`src/rtl/weight_fifo_loader.sv`:
```
// Streams a contiguous run of weight words from weight memory into one half of the
// double-buffered weight FIFO. Optional stall counter: WT_LOADER_STALL_CNT_EN.
module weight_fifo_loader #(
    parameter int DATA_WIDTH     = 24,
    parameter int MEM_ADDR_WIDTH = 16,
    parameter int CNT_WIDTH      = 13
) (
    input  logic                      clk,
    input  logic                      rst,
    input  logic                      start,
    input  logic [MEM_ADDR_WIDTH-1:0] base_addr,
    input  logic [CNT_WIDTH-1:0]      num_words,
    input  logic                      buf_sel,
    output logic                      busy,
    output logic                      done,
    output logic                      mem_rd_en,
    output logic [MEM_ADDR_WIDTH-1:0] mem_addr,
    input  logic [DATA_WIDTH-1:0]     mem_rd_data,
    output logic                      wt_buf_sel,
    output logic                      wr_en,
    output logic [DATA_WIDTH-1:0]     wr_data,
    input  logic                      wr_full,
    output logic [15:0]               stall_cycles
);

    typedef enum logic [2:0] {IDLE, SETUP, FETCH, DRAIN, FIN} state_t;

    state_t                    state, state_nxt;
    logic [MEM_ADDR_WIDTH-1:0] base_q;
    logic [CNT_WIDTH-1:0]      num_q;
    logic [CNT_WIDTH-1:0]      issued;
    logic [CNT_WIDTH-1:0]      pushed;
    logic                      sel_q;
    logic                      rd_vld_p1;
    logic [DATA_WIDTH-1:0]     skid_q0;
    logic [DATA_WIDTH-1:0]     skid_q1;
    logic [1:0]                skid_cnt;
    logic [2:0]                occ;
    logic                      accept;
    logic                      issue;
    logic                      push;

    assign accept = (state == IDLE) && start;
    assign push   = ((state == FETCH) || (state == DRAIN)) && (skid_cnt != 2'd0) && !wr_full;

    // The slot freed by a push in this cycle is reusable at once, which keeps one word
    // per cycle flowing while never holding more than two words between memory and FIFO.
    assign occ   = {1'b0, skid_cnt} + {2'b00, rd_vld_p1} - {2'b00, push};
    assign issue = (state == FETCH) && (issued != num_q) && (occ < 3'd2);

    assign busy       = (state != IDLE);
    assign done       = (state == FIN);
    assign mem_rd_en  = issue;
    assign mem_addr   = base_q + MEM_ADDR_WIDTH'(issued);
    assign wt_buf_sel = sel_q;
    assign wr_en      = push;
    assign wr_data    = skid_q0;

    always_comb begin
        state_nxt = state;
        case (state)
            IDLE:    if (start) state_nxt = SETUP;
            SETUP:   state_nxt = (num_q == '0) ? FIN : FETCH;
            FETCH:   if (issued == num_q) state_nxt = DRAIN;
            DRAIN:   if ((pushed + CNT_WIDTH'(push)) == num_q) state_nxt = FIN;
            FIN:     state_nxt = IDLE;
            default: state_nxt = IDLE;
        endcase
    end

    always_ff @(posedge clk or posedge rst) begin
        if (rst) begin
            state     <= IDLE;
            base_q    <= '0;
            num_q     <= '0;
            sel_q     <= 1'b0;
            issued    <= '0;
            pushed    <= '0;
            rd_vld_p1 <= 1'b0;
            skid_q0   <= '0;
            skid_q1   <= '0;
            skid_cnt  <= 2'd0;
        end else begin
            state <= state_nxt;
            if (accept) begin
                base_q <= base_addr;
                num_q  <= num_words;
                sel_q  <= buf_sel;
                issued <= '0;
                pushed <= '0;
            end else begin
                if (issue) issued <= issued + CNT_WIDTH'(1);
                if (push)  pushed <= pushed + CNT_WIDTH'(1);
            end

            // memory read stage -> skid stage
            rd_vld_p1 <= issue;
            case ({rd_vld_p1, push})
                2'b10: begin
                    if (skid_cnt == 2'd0) skid_q0 <= mem_rd_data;
                    else                  skid_q1 <= mem_rd_data;
                    skid_cnt <= skid_cnt + 2'd1;
                end
                2'b01: begin
                    skid_q0  <= skid_q1;
                    skid_cnt <= skid_cnt - 2'd1;
                end
                2'b11: begin
                    if (skid_cnt == 2'd1) begin
                        skid_q0 <= mem_rd_data;
                    end else begin
                        skid_q0 <= skid_q1;
                        skid_q1 <= mem_rd_data;
                    end
                end
                default: ;
            endcase
        end
    end

`ifdef WT_LOADER_STALL_CNT_EN
    logic [15:0] stall_q;

    always_ff @(posedge clk or posedge rst) begin
        if (rst) begin
            stall_q <= 16'h0000;
        end else if (accept) begin
            stall_q <= 16'h0000;
        end else if (busy && (skid_cnt != 2'd0) && wr_full && (stall_q != 16'hFFFF)) begin
            stall_q <= stall_q + 16'h0001;
        end
    end

    assign stall_cycles = stall_q;
`else
    assign stall_cycles = 16'h0000;
`endif

endmodule
```
`config.mk`:
```
export PLATFORM = sky130hd
export DESIGN_NAME = weight_fifo_loader
export DESIGN_NICKNAME = d
export VERILOG_FILES = /design/src/rtl/weight_fifo_loader.sv
export SDC_FILE = /design/constraint.sdc
export NUM_CORES = 1
export LEC_CHECK = 0
export CAP_MARGIN = 20
export CORE_UTILIZATION = 45
export CTS_BUF_LIST = sky130_fd_sc_hd__clkbuf_8
export CTS_CLUSTER_SIZE = 12
export DETAILED_ROUTE_END_ITERATION = 12
export PLACE_DENSITY = 0.73
export RECOVER_POWER = 100
export SLEW_MARGIN = 20
export SYNTH_ARGS = -nofsm -noshare
export SYNTH_HDL_FRONTEND = slang
export SYNTH_SLANG_ARGS = --single-unit
```
`constraint.sdc`:
```
create_clock -name clk -period 6.9 [get_ports clk]
set_input_delay 2.07 -clock clk [delete_from_list [all_inputs] [get_ports clk]]
set_output_delay 2.07 -clock clk [all_outputs]
set_load 0.03 [all_outputs]
```
==> impl_metrics.yaml <==
finish:
  fin_cells: 925
  drive_above_1_share_pct: 7.88
  finalNetCount: 827
  syn2layout_area_growth_pct: 21.0
  n_antenna_cell: 0
  post-route-cell-area_um2: 7510
  fin_util_pct: 56.2
placement:
  dp_hpwl_um: 10400
  pre_cts_ws_ns: 0.408
  post_dp_cell_area_um2: 7310
  portBuffers: 102
  dp.cells: 909
  place_congestion: 0.850
setup_path:
  slowest_delay_ns: 0.57
  end_kind: "output pin"
  worstPathMaxFanout: 5
  cp_slowest_cell: "dlygate4sd3_1"
  crit_chain: "dlygate4sd3_1, nor4b_4, ha_1, nand2b_1, fa_1, xnor2_1, nand4_1, a21o_1, inv_1, buf_12"
  reg2reg_depth: 9
  worstSetupPathType: "primary input to output pin"
  ff2ff_setup_slack_ns: 3.11
  reg2reg_from: "skid_cnt[1]$_DFFE_PP0P_"
  worst_ep_arrival_time_ns: 4.54
  cp-start-kind: "primary input"
  required_ns: 4.83
  r2r-end: "skid_q1[5]$_DFFE_PP0P_"
floorplanning:
  die_w_um: 119
  core.rowCount: 42
  die_h_um: 119
  io_pins: 119
  start_util_pct: 46.5
  core_um2: 13300
  dieArea_um2: 14300
sta:
  clock_skew_ns: 0.0133
  period_needed_ns: 6.61
  setup_tns_ns: 0
  report.final.hold_viol_count: 0
  fin_ws_ns: 0.292
  hold_ws_ns: 0.489
  tightestPinTransition_ns: 3.17
  setup_viol: 0
  fmax_mhz: 151
  fin_crit_sh_pct: 95.8
  slew_headroom_pct: -112
  grt_setup_unrepaired: "false"
  drv_slew: 131
run_status:
  violations: "max-capacitance violations, max-slew violations"
  outcome: "complete, but fails checks"
yosys:
  synth_area_leaders: "dfrtp_1, nand2_1, xnor2_1, ha_1, mux2_2"
  async_flop_share_pct: 100
  synth_top_area_share_pct: 44.4
  synth_warnings: 0
  yosys.area.top_type: "dfrtp_1"
  syn_area_um2: 6200
  syn_avg_cell_area_um2: 9.49
  synth_common_cells: "nand2_1, dfrtp_1, o21ai_0, xnor2_1, nor2_1"
  synth-main-ff-cell: "dfrtp_1"
  synth-seq-area-share_pct: 44.4
  synth_edf_count: 0
  ys_ff_latch: 110
  syn_inst: 654
  synth.most_common_cell: "nand2_1"
  synth_cell_type_count: 63
worst_hold_path:
  hold_class: "register to register"
  hold_path_depth: 2
  min_from: "wr_data[17]$_DFFE_PP0P_"
  hold_path_end: "wr_data[17]$_DFFE_PP0P_"
detailed_routing:
  vias: 4978
  wl_per_cell_um: 15.7
  wl_um: 14600
  routed_via_density: 5.38
  drcViolationCount: 0
  drt_iter0_drc: 292
  postRouteAntennaNets: 0
  dr.pass1.iters: 4
clock_tree:
  ctsResizeCount: 0
  htree_levels: 3
  ctsRootBufferMaster: "clkbuf_8"
  clkTransAtPathRegs_ns: 0.12
  cts_setup_buffers: 0
  cts_buffer_depth: 2
  worstSkewPairLatency_ns: 0.40
  cts_tree: "yes"
  cts_sinks: 110
  hold_buffers: 0
  cts_made_buffers: 9
power_and_ir_drop:
  power.density_nw_per_um2: 415
  ir_drop_mv: 0.268
  p_total_mw: 3.12
  power_leakage_nw: 3.38
flow_run:
  drv_cap: 2
global_route:
  first_global_vias: 5067
  antenna_found_initial: 0
  grt_usage_pct: 21.1
  grt_pass1_wl_um: 24000
  overflow: 0
  grt_max_degree: 73
-- critical path, delay by kind of cell --
kind	cells	cell delay, ns
buf+inv	3	0.83
fa+ha+maj	2	0.66
simple gates	3	0.58
compound gates	1	0.25
xor+xnor	1	0.15
-- power by group --
group          internal [mW]  leakage, nW  switching, mW
Sequential             0.896         1.39          0.233
Combinational          0.659         1.88          0.927
Clock                  0.147        0.106          0.255
-- sequential cells by signal, summed over array words and instances, names as in the netlist --
| name | count |
|---|---|
| wr_data | 24 |
| issued | 13 |
| base_q | 16 |
| skid_cnt | 2 |
| num_q | 13 |
| pushed | 13 |
| state | 3 |
| wt_buf_sel | 1 |
| rd_vld_p1 | 1 |
| skid_q1 | 24 |
-- layer usage --
metal	global-route usage [%]	routed length (um)	vias up	part of all wire, %
li1	-	-	2425	-
met1	25.9	6450	2375	44
met2	34.4	6750	149	46
met3	7.28	1060	29	7.3
met4	7.58	311	0	2.1
met5	0	0	-	0
-- cells in the final DEF (no fill, tap or decap), drive strengths merged, types with 23 or more instances in the layout --
cell	netlist	final
a22oi	24	24
clkdlybuf4s50	0	54
dfrtp	110	110
dlygate4sd3	0	47
ha	23	23
mux2	24	24
nand2	140	140
nor2	29	29
o21ai	40	40
xnor2	36	36
xor2	23	23
-- kinds of logic (layout without fill, tap and decap cells) --
logic type / count (synthesis) / after routing / share of synthesized area (%)
AOI/OAI and AO/OA: 123 / 123 / 13.0
and+or+nand+nor: 246 / 246 / 18.8
muxes: 26 / 26 / 4.68
buffers and inverters: 64 / 144 / 5.55
DFF: 110 / 110 / 44.4
other: 1 / 16 / 0.0604
xor gates and xnor gates: 59 / 59 / 8.33
adders and majority gates: 25 / 25 / 5.28
-- cell type report --
type | instances | area, um^2
clock buffer | 9 | 124
clock inverter | 7 | 88.8
fill | 1195 | 5840
inverter | 19 | 72.6
multi-input combinational | 495 | 3180
sequential | 110 | 2750
tap | 176 | 220
timing repair buffer | 109 | 1070
-- worst max path at each step --
stage,start,endpoint,slack (ns),depth (start not counted)
2_1_floorplan,wr_full,mem_rd_en,0.29,8
3_3_place_gp,wr_full,mem_rd_en,0.45,10
3_5_place_dp,wr_full,mem_rd_en,0.41,10
4_1_cts,wr_full,mem_rd_en,0.40,10
5_1_grt,wr_full,mem_rd_en,0.15,10
6_report,wr_full,mem_rd_en,0.29,10
No activity file was read; power rests on OpenSTA's default activity.
==> RTL edit 1: new RTL, config.mk and constraints unchanged <==
The option `WT_LOADER_STALL_CNT_EN` is turned on by a define.
--- a/src/rtl/weight_fifo_loader.sv
+++ b/src/rtl/weight_fifo_loader.sv
@@ -2,2 +2,4 @@
 // double-buffered weight FIFO. Optional stall counter: WT_LOADER_STALL_CNT_EN.
+`define WT_LOADER_STALL_CNT_EN
+
 module weight_fifo_loader #(
Check against the original RTL: not equivalent (Yosys sat finds a counterexample within 10 cycles, from zero or initial values and one cycle with rst high).
==> RTL edit 1 against the unedited design <==
  * The flow finishes with violations (design-rule violations, max-capacitance violations, max-slew violations)
  * Worst setup slack worse by 0.080 ns
  * Sequential cell count is 16 higher
  * Worst hold slack worse by 0.0046 ns
  * Clock power is 55% higher
  * Total power is 24% higher
  * Routed wire length is 11% higher
  * Cell area is 13% higher
  * Non-clock buffer count is 17 higher
  * Combinational power is 21% higher
  * Synthesized cell count is 8.7% higher
  * Area after synthesis is 9.3% higher
  * Maximum frequency is 1.2% lower
  * Critical endpoint unchanged
  * Largest cell class unchanged
==> RTL edit 1: results <==
group,metric,value,unit
outcome,outcome,"finished, violations left",
outcome,violations,"design-rule violations, max-capacitance violations, max-slew violations",
power,p_leak,3.87,nW
drt,wl_met1,7.32,mm
drt,drt-total-wl,16.2,mm
setup_path,arrival,4.62,ns
placed_design,dpl_cell_area,8130,um2
yosys,seq_area_frac_synth,46.5,%
setup_path,worstPathMaxFanout,2,
drt,wl_met2,7.98,mm
drt,wl_met3,641,um
global_routing,grt_pass1_vias,5678,
cells_and_area,fin_nets,910,
global_routing,grt_max_degree,80,
sta,timing.final.max_slew_violations,206,
yosys,synthDistinctLibCells,56,
setup_path,cp_slowest_cell,"clkdlybuf4s50_1",
drt,drc,6,
yosys,synthTopCellsByArea,"dfrtp_1 (46%), nand2_1 (6.5%), ha_1 (4.6%), xnor2_1 (4.3%), mux2_2 (4.0%)",
clock_network,clk-insertion-delay-late,0.44,ns
setup_path,r2r_end,"issued[11]",
cells_and_area,nFillCells,1295,
run,drv_cap,5,
power,ir_worst_vdd,0.233,mV
global_routing,grt_pass1_wl,27.4,mm
placed_design,post-dp-hpwl,11.4,mm
RTL edit 1: stage by stage:
step	std cells	setup WS (ns)
global route	1022	0.124
floorplan	711	0.0861
CTS	1020	0.267
global placement	988	0.405
finish	1022	0.211
detailed placement	988	0.302
RTL edit 1: logic make-up after synthesis:
group | Yosys count | synth area share (%)
DFF | 126 | 46.5
muxes | 36 | 5.76
buffers and inverters | 50 | 2.99
adders and majority gates | 27 | 5.20
AOI/OAI and AO/OA | 138 | 13.3
xor gates and xnor gates | 57 | 7.36
and+or+nand+nor | 277 | 18.9
RTL edit 1: worst max-delay path by stage:
stage                            to    start
after floorplan           mem_rd_en  wr_full
after global placement    mem_rd_en  wr_full
after detailed placement  mem_rd_en  wr_full
after CTS                 mem_rd_en  wr_full
after global routing      mem_rd_en  wr_full
final                     mem_rd_en  wr_full
RTL edit 1: worst register-to-register path, stage by stage, from the launching register on:
cell and delay [ns]:
dfrtp_1 0.46, inv_1 0.09, ha_1 0.27, nor4b_4 0.32
ha_1 0.27, nand2b_1 0.17, fa_1 0.41, xnor2_1 0.17
nand3_1 0.13, a2111oi_0 1.75, a31oi_1 0.25, a41o_1 0.29
RTL edit 1: power breakdown:
part | leakage [nW] | switching (mW) | internal [mW]
Combinational | 2.12 | 1.10 | 0.824
Clock | 0.184 | 0.325 | 0.300
Sequential | 1.57 | 0.285 | 1.04
Total | 3.87 | 1.71 | 2.16
RTL edit 1: layout make-up:
type | count | area, um2 | area share [%]
Tap cell | 184 | 230 | 2.71
Multi-Input combinational cell | 535 | 3430 | 40.4
Inverter | 19 | 72.6 | 0.854
Clock inverter | 14 | 138 | 1.62
Clock buffer | 18 | 248 | 2.91
Sequential cell | 126 | 3150 | 37.1
Timing Repair Buffer | 126 | 1230 | 14.5
==> RTL edit 2: new RTL, config.mk and constraints unchanged <==
Without the edit above. Encoding of `state_t`: now Gray code (3 bits for 5 states).
--- a/src/rtl/weight_fifo_loader.sv
+++ b/src/rtl/weight_fifo_loader.sv
@@ -25,3 +25,3 @@
 
-    typedef enum logic [2:0] {IDLE, SETUP, FETCH, DRAIN, FIN} state_t;
+    typedef enum logic [2:0] {IDLE = 3'b000, SETUP = 3'b001, FETCH = 3'b011, DRAIN = 3'b010, FIN = 3'b110} state_t;
 
Check against the original RTL: same outputs for any inputs over 4 cycles, from zero or initial values and one cycle with rst high; so few cycles prove little.
==> RTL edit 2 against the unedited design <==
  * The run still ends with max-capacitance violations, max-slew violations left
  * Total power grew 4.8%
  * Global-route usage is 0.24 points higher
  * Combinational power up 9%
  * Routed wire length down 3.9%
  * First-iteration DRC count is 5.5% lower
  * Critical path depth unchanged
  * Non-clock buffer count is 1 lower
  * Clock skew is 0.0015 ns lower
  * Sequential cell count did not move
  * Cell area is 1.7% lower
  * Worst setup slack got worse by 0.040 ns
  * Area after synthesis down 1.8%
  * Critical path type unchanged
  * Critical endpoint unchanged
==> RTL edit 2: results <==
group,metric,value,unit
outcome,outcome,"finished, violations left",
outcome,violations,"max-capacitance violations, max-slew violations",
drt,wl_met1,6.01,mm
cells_and_area,clock_area_share,2.71,%
cells_and_area,multi_input_area,3080,um2
global_routing,grt_use_total,21.4,%
power,ir_worst_vdd,0.367,mV
global_routing,grt_pass1_vias,5086,
yosys,synth.area.mux_share,4.76,%
global_routing,grtUsageMet3,6.95,%
yosys,synth_commonest_cells,"nand2_1 (140), dfrtp_1 (110), o21ai_0 (35), xnor2_1 (32), nor2_1 (31)",
placed_design,dpl_cell_area,7210,um2
placed_design,routabilityCongestion,0.904,
sta,timing.hold.ws,0.485,ns
yosys,synthTopCellsByArea,"dfrtp_1 (45%), nand2_1 (8.6%), ha_1 (4.7%), xnor2_1 (4.6%), mux2_2 (4.4%)",
sta,timing.final.max_slew_violations,106,
setup_path,worstPathMaxFanout,9,
global_routing,grt_use_met2,34.8,%
cells_and_area,final_layout_size_suffix_gt1_share,7.16,%
drt,drt-total-wl,14.0,mm
power,clockPowerShare,11.9,%
power,power.switching,1.50,mW
setup_path,arrival,4.58,ns
sta,maxSlewHeadroom,-92.9,%
clock_network,h-tree-depth,3,
cells_and_area,buffer_area_share,14.2,%
setup_path,rrSetupSlack,3.17,ns
cells_and_area,inv_count,21,
global_routing,grt_use_met1,26.5,%
cells_and_area,layout.comb_gates.multi_input,485,
drt,dr.pass1.iters,4,
yosys,synth-compound-area-share,13.7,%
drt,routed_via_density,5.40,
drt,num_vias,4945,
yosys,synth_flop_cell,"dfrtp_1",
yosys,synth_cells,646,
power,p_leak,3.33,nW
global_routing,grt_pass1_wl,24.0,mm
drt,wl_met3,1.04,mm
sta,fin_worst_skew,0.0117,ns
global_routing,grt_max_degree,67,
cells_and_area,antennaDiodeCount,0,
placed_design,post-dp-hpwl,10.1,mm
drt,wl_met2,6.69,mm
yosys,synth_xor_area_share,8.19,%
placed_design,dp.cells,900,
run,drv_cap,2,
cells_and_area,fin_nets,818,
cells_and_area,seq-cell-share,37.3,%
yosys,ys_warn_count,0,
yosys,avgSynthCellArea,9.43,um2
yosys,synthDistinctLibCells,57,
power,p_per_area,443,nW/um2
clock_network,cts_setup_buffers,0,
yosys,synthAdderAreaFrac,5.55,%
yosys,seq_area_frac_synth,45.2,%
drt,drtIter0Drc,276,
cells_and_area,nFillCells,1215,
cells_and_area,n_all_buffers,108,
==> RTL edit 2: worst max-delay path, stage by stage <==
cell and delay (ns):
clkdlybuf4s50_1 0.45, nor4b_4 0.25, ha_1 0.28, nand2b_1 0.15, fa_1 0.38, xnor2_1 0.15, and3_1 0.25, o211ai_2 0.20
inv_1 0.20, buf_4 0.19
==> RTL edit 2: worst paths after layout <==
path,endpoint,startpoint,depth (start not counted)
hold reg to reg,wr_data[2],wr_data[2],2
max in group asynchronous,base_q[6],rst,3
setup / recovery,mem_rd_en,wr_full,10
hold / removal,wr_data[2],wr_data[2],2
setup reg to reg,skid_q1[6],skid_cnt[1],9
min in group asynchronous,skid_q1[11],rst,2
==> RTL edit 2: per-stage QoR <==
step	setup slack, ns	utilization [%]
global route	0.0873	55.7
floorplan	0.489	-
global placement	0.370	54.5
finish	0.251	55.7
CTS	0.286	56.0
detailed placement	0.291	54.5
